### src/rtl/pe_tile_grid.sv
// Systolic PE grid: operand a moves right along the rows; b, preload data, control and valid move down the columns.
// Each PE holds two weights. On every valid cycle it uses one weight in the MAC, outputs the other, and reloads that other one from d.
module pe_tile_grid_pe #(
  parameter int IN_W    = 8,
  parameter int OUT_W   = 19,
  parameter int SHIFT_W = 6
) (
  input  logic                      clock,
  input  logic                      reset,
  input  logic signed [IN_W-1:0]    a,
  input  logic signed [OUT_W-1:0]   b,
  input  logic signed [OUT_W-1:0]   d,
  input  logic                      prop,
  input  logic        [SHIFT_W-1:0] shift,
  input  logic                      valid,
  output logic signed [IN_W-1:0]    a_reg,
  output logic signed [OUT_W-1:0]   b_reg,
  output logic signed [OUT_W-1:0]   c_reg,
  output logic                      prop_reg,
  output logic        [SHIFT_W-1:0] shift_reg,
  output logic                      valid_reg,
  output logic                      sat_hit
);
  localparam int SUM_W = IN_W + OUT_W + 1;
  localparam logic signed [SUM_W-1:0] SAT_MAX = {{(SUM_W-OUT_W+1){1'b0}}, {(OUT_W-1){1'b1}}};
  localparam logic signed [SUM_W-1:0] SAT_MIN = {{(SUM_W-OUT_W+1){1'b1}}, {(OUT_W-1){1'b0}}};

  logic signed [OUT_W-1:0] c1, c2, mac_w, out_w, shifted, sum_sat;
  logic signed [SUM_W-1:0] a_x, b_x, w_x, sum;
  int shamt;

  always_comb begin
    mac_w   = prop ? c2 : c1;
    out_w   = prop ? c1 : c2;
    a_x     = {{(SUM_W-IN_W){a[IN_W-1]}}, a};
    b_x     = {{(SUM_W-OUT_W){b[OUT_W-1]}}, b};
    w_x     = {{(SUM_W-OUT_W){mac_w[OUT_W-1]}}, mac_w};
    sum     = b_x + a_x * w_x;
    // A shift of OUT_W-1 or more already gives full sign fill, so larger shifts are clamped to OUT_W-1.
    shamt   = (int'(shift) >= OUT_W) ? OUT_W - 1 : int'(shift);
    shifted = out_w >>> shamt;
    sum_sat = sum[OUT_W-1:0];
    sat_hit = 1'b0;
    if (sum > SAT_MAX) begin
      sum_sat = SAT_MAX[OUT_W-1:0];
      sat_hit = valid;
    end else if (sum < SAT_MIN) begin
      sum_sat = SAT_MIN[OUT_W-1:0];
      sat_hit = valid;
    end
  end

  always_ff @(posedge clock) begin
    if (reset) begin
      a_reg     <= '0;
      b_reg     <= '0;
      c_reg     <= '0;
      prop_reg  <= 1'b0;
      shift_reg <= '0;
      valid_reg <= 1'b0;
      c1        <= '0;
      c2        <= '0;
    end else begin
      a_reg     <= a;
      prop_reg  <= prop;
      shift_reg <= shift;
      valid_reg <= valid;
      if (valid) begin
        b_reg <= sum_sat;
        c_reg <= shifted;
        if (prop) c1 <= d;
        else      c2 <= d;
      end else begin
        b_reg <= b;
        c_reg <= '0;
      end
    end
  end
endmodule

module pe_tile_grid #(
  parameter int ROWS    = 2,
  parameter int COLS    = 2,
  parameter int IN_W    = 8,
  parameter int OUT_W   = 19,
  parameter int SHIFT_W = 6
) (
  input  logic                      clock,
  input  logic                      reset,
  input  logic [ROWS*IN_W-1:0]      io_in_a,
  input  logic [COLS*OUT_W-1:0]     io_in_b,
  input  logic [COLS*OUT_W-1:0]     io_in_d,
  input  logic [COLS-1:0]           io_in_control_propagate,
  input  logic [COLS*SHIFT_W-1:0]   io_in_control_shift,
  input  logic [COLS-1:0]           io_in_valid,
  input  logic                      io_clear_sat,
  output logic [ROWS*IN_W-1:0]      io_out_a,
  output logic [COLS*OUT_W-1:0]     io_out_b,
  output logic [COLS*OUT_W-1:0]     io_out_c,
  output logic [COLS-1:0]           io_out_control_propagate,
  output logic [COLS*SHIFT_W-1:0]   io_out_control_shift,
  output logic [COLS-1:0]           io_out_valid,
  output logic [COLS-1:0]           io_sat_flag
);
  logic [IN_W-1:0]    a_w     [ROWS][COLS+1];
  logic [OUT_W-1:0]   b_w     [ROWS+1][COLS];
  logic [OUT_W-1:0]   d_w     [ROWS+1][COLS];
  logic               prop_w  [ROWS+1][COLS];
  logic [SHIFT_W-1:0] shift_w [ROWS+1][COLS];
  logic               valid_w [ROWS+1][COLS];
  logic               sat_w   [ROWS][COLS];
  logic [COLS-1:0]    sat_col, sat_flag;

  for (genvar r = 0; r < ROWS; r++) begin : g_row_io
    assign a_w[r][0] = io_in_a[r*IN_W +: IN_W];
    assign io_out_a[r*IN_W +: IN_W] = a_w[r][COLS];
  end

  // Each PE's c output feeds the d input of the PE below it, so preloaded weights ripple down the column.
  for (genvar c = 0; c < COLS; c++) begin : g_col_io
    assign b_w[0][c]     = io_in_b[c*OUT_W +: OUT_W];
    assign d_w[0][c]     = io_in_d[c*OUT_W +: OUT_W];
    assign prop_w[0][c]  = io_in_control_propagate[c];
    assign shift_w[0][c] = io_in_control_shift[c*SHIFT_W +: SHIFT_W];
    assign valid_w[0][c] = io_in_valid[c];
    assign io_out_b[c*OUT_W +: OUT_W]                 = b_w[ROWS][c];
    assign io_out_c[c*OUT_W +: OUT_W]                 = d_w[ROWS][c];
    assign io_out_control_propagate[c]                = prop_w[ROWS][c];
    assign io_out_control_shift[c*SHIFT_W +: SHIFT_W] = shift_w[ROWS][c];
    assign io_out_valid[c]                            = valid_w[ROWS][c];
  end

  for (genvar r = 0; r < ROWS; r++) begin : g_r
    for (genvar c = 0; c < COLS; c++) begin : g_c
      pe_tile_grid_pe #(.IN_W(IN_W), .OUT_W(OUT_W), .SHIFT_W(SHIFT_W)) u_pe (
        .clock     (clock),
        .reset     (reset),
        .a         (a_w[r][c]),
        .b         (b_w[r][c]),
        .d         (d_w[r][c]),
        .prop      (prop_w[r][c]),
        .shift     (shift_w[r][c]),
        .valid     (valid_w[r][c]),
        .a_reg     (a_w[r][c+1]),
        .b_reg     (b_w[r+1][c]),
        .c_reg     (d_w[r+1][c]),
        .prop_reg  (prop_w[r+1][c]),
        .shift_reg (shift_w[r+1][c]),
        .valid_reg (valid_w[r+1][c]),
        .sat_hit   (sat_w[r][c])
      );
    end
  end

  always_comb begin
    sat_col = '0;
    for (int r = 0; r < ROWS; r++)
      for (int c = 0; c < COLS; c++)
        sat_col[c] = sat_col[c] | sat_w[r][c];
  end

  // When a saturation event and a clear arrive in the same cycle, the event wins.
  always_ff @(posedge clock) begin
    if (reset) sat_flag <= '0;
    else       sat_flag <= sat_col | (sat_flag & {COLS{~io_clear_sat}});
  end

  assign io_sat_flag = sat_flag;
endmodule

### config.mk
export PLATFORM = sky130hd
export DESIGN_NAME = pe_tile_grid
export DESIGN_NICKNAME = d
export VERILOG_FILES = /design/src/rtl/pe_tile_grid.sv
export SDC_FILE = /design/constraint.sdc
export NUM_CORES = 2
export LEC_CHECK = 0
export CORE_AREA = 4 4 434 222
export DETAILED_ROUTE_END_ITERATION = 16
export DIE_AREA = 0 0 438 226
export GPL_TIMING_DRIVEN = 0
export PLACE_DENSITY_LB_ADDON = 0.25
export SKIP_CTS_REPAIR_TIMING = 1
export SKIP_LAST_GASP = 1
export SYNTH_ARGS = -nofsm -noshare
export SYNTH_HDL_FRONTEND = slang
export SYNTH_SLANG_ARGS = --single-unit
### constraint.sdc
create_clock -name clock -period 9.6 [get_ports clock]
set_clock_uncertainty 0.05 [all_clocks]
set_input_delay 0.96 -clock clock [delete_from_list [all_inputs] [get_ports clock]]
set_output_delay 0.96 -clock clock [all_outputs]
set_load 0.1 [all_outputs]
==> impl_metrics.csv <==
group,metric,value,unit
routing,ant_nets,0,
floorplanning,dieArea,99000,µm²
clock_network,cts_tree,"yes",
routing,routed.top_layer,"met5",
setup_path,critPathMaxFanout,10,
setup_path,crit_type,"in -> reg",
sta,period_share,97.5,%
clock_network,clockBufferDepth,3,
cells_and_area,drive_gt1_share,7.77,%
synth,ys.warnings.count,0,
setup_path,endpoint_kind,"flop",
routing,vias,33400,
routing,wl_met1,65600,µm
cells_and_area,area_growth,12.5,%
outcome,status,"complete, no violations",
synth,synth_area_leader_cell,"fa_1",
clock_network,clockRootBuffer,"clkbuf_16",
grt,grt_pass1_vias,32300,
pwr,total_power,8.40,mW
routing,routed-wl-met3,18800,µm
synth,synth_cell_type_count,75,
cells_and_area,fillers,8818,
clock_network,cts_buffers,39,
grt,antenna_found_initial,11,
sta,slew_headroom,12.9,%
cells_and_area,utilization,50.4,%
synth,yosysSeqAreaShare,17.9,%
floorplanning,core_area,92300,µm²
routing,first_pass_iters,6,
min_path,hp-class,"reg -> reg",
placed_design,place_ws,-0.918,ns
routing,drt-initial-drc-count,3520,
min_path,hp-start,"g_r[0].g_c[1].u_pe.shift_reg[0]",
sta,period_needed,9.36,ns
synth,syn_area,41300,µm²
synth,synth_top_area_share,27.7,%
synth,yosysMostFrequentCell,"nand2_1",
cells_and_area,final-seq-area,7410,µm²
synth,ys_ff_latch,370,
placed_design,finalWeightedCongestion,0.978,
synth,syn_area_per_cell,9.01,µm²
cells_and_area,multi_input_area,30400,µm²
setup_path,reg2reg_from,"g_r[0].g_c[0].u_pe.prop_reg",
synth,synth-main-ff-cell,"dfxtp_1",
pwr,max-vdd-ir-drop,0.219,mV
routing,wl_met2,46900,µm
routing,drc_errors,0,
sta,final-hold-violation-count,0,
grt,overflow,0,
placed_design,port_buffers,206,
clock_network,clkLatencyLatePin,0.60,ns
synth,synthCells,4586,
placed_design,dp_hpwl,112000,µm
floorplanning,die_w,438,µm
setup_path,cp.required,9.96,ns
routing,wl_per_cell,21.9,µm
setup_path,arrival,9.72,ns
synth,yosys-top-cells-count,"657 x nand2_1, 572 x fa_1, 548 x inv_1",
cells_and_area,finalInstanceArea,46500,µm²
grt,grt_use_total,27.0,%
routing,viasPerCell,5.46,
setup_path,crit_start,"io_in_control_propagate[0]",
placed_design,dpl_cell_area,45000,µm²
sta,setup_slack,0.236,ns
grt,grt_max_degree,16,
sta,tightestPinTransition,1.31,ns
job,cap_violations,0,
sta,fmax,107,MHz
floorplanning,pin_count,221,
cells_and_area,finalNetCount,5756,
pwr,power_density,181,nW/µm²
clock_network,path_clk_slew,0.07,ns
synth,synthTopCellsByArea,"fa_1 28%, dfxtp_1 18%, ha_1 7.3%, nand2_1 6.0%, inv_1 5.0%",
grt,grt_pass1_wl,203000,µm
clock_network,clock_sinks,370,
synth,synth_nets,5509,
floorplanning,start_util,44.8,%
pwr,p_leak,21.0,nW
clock_network,htree_levels,2,
sta,final_max_slew_viol_count,0,
routing,postRouteWirelength,134000,µm
floorplanning,die_h,226,µm
floorplanning,rows,79,
setup_path,cp-start-kind,"input port",
synth,synthArstFlopShare,0,%
sta,setup_viol,0,
synth,synth_edf_count,0,
==> cells by family (layout without fill, tap and decap cells) <==
group / count (synthesis) / count (layout) / share of synthesized area [%]
adders and majority gates: 812 / 812 / 35.0
AOI/OAI and AO/OA: 711 / 711 / 10.8
other: 0 / 9 / 0
DFF: 370 / 370 / 17.9
xor gates and xnor gates: 98 / 98 / 2.08
buffers and inverters: 869 / 1147 / 8.87
muxes: 245 / 245 / 8.18
and+or+nand+nor: 1481 / 1481 / 17.2
==> critical path, stage by stage <==
cell      delay [ns]
clkbuf_1        0.49
clkbuf_1        0.45
clkbuf_2        0.47
mux2i_1         0.81
nand2b_1        0.22
fa_1            0.43
inv_1           0.09
fa_1            0.44
fa_1            0.56
fa_1            0.42
ha_1            0.29
ha_1            0.35
o211ai_1        0.14
o211ai_1        0.60
nand3_1         0.25
a21oi_1         0.35
o21ai_0         0.18
a21oi_1         0.21
xnor2_1         0.42
a41o_1          0.17
buf_2           0.31
buf_2           0.32
o21ai_0         0.21
a211oi_1        0.55
==> metal layers <==
metal  GRT usage [%]  vias to the layer above
li1                -                    15200
met1            43.6                    16400
met2            31.8                     1643
met3            11.3                      123
met4            6.20                        2
met5               0                        -
==> cell usage in the layout (no fill, tap or decap), drive strengths merged, types with 24 or more instances in the layout <==
cell type,instances
xnor2,62
nor2b,208
mux2i,113
fa,572
dfxtp,370
a21oi,335
mux4,68
clkdlybuf4s50,206
ha,240
a211oi,105
nand2b,66
clkbuf,244
a21o,40
mux2,64
buf,129
xor2,36
inv,553
nand3,24
and2,228
nor3,30
o21ai,92
nor2,206
nand2,657
==> power by group <==
part           internal (mW)  total [mW]  switching [mW]
sequential              1.68        1.86           0.179
clock                  0.942        1.67           0.726
combinational           1.77        4.87            3.10
total                   4.39        8.40            4.00
==> cell type report <==
| cell class | instances | area share (%) |
|---|---|---|
| Multi-Input combinational cell | 3347 | 65.4 |
| Tap cell | 1255 | 3.38 |
| Timing Repair Buffer | 206 | 4.43 |
| Buffer | 321 | 3.47 |
| Sequential cell | 370 | 15.9 |
| Clock inverter | 20 | 0.568 |
| Clock buffer | 52 | 2.40 |
| Inverter | 548 | 4.42 |
| Antenna cell | 9 | 0.0484 |
==> stage by stage <==
step                instances  setup TNS, ns  hold slack, ns
finish                   6128              0           0.420
global route             6126        -0.0253           0.429
CTS                      6119         -0.830           0.419
detailed placement       6047         -15.94           0.409
global placement         6047         -15.57           0.399
floorplan                4586              0           0.379
==> path summary, 6_finish.rpt <==
path                                endpoint  slack [ns]  cells after the start
max             g_r[0].g_c[0].u_pe.b_reg[17]        0.24                     24
min          g_r[1].g_c[1].u_pe.shift_reg[0]        0.42                      1
max reg2reg     g_r[1].g_c[0].u_pe.b_reg[17]        0.30                     23
min reg2reg  g_r[1].g_c[1].u_pe.shift_reg[0]        0.42                      1
Note: power is estimated with default switching activity, not from simulation.
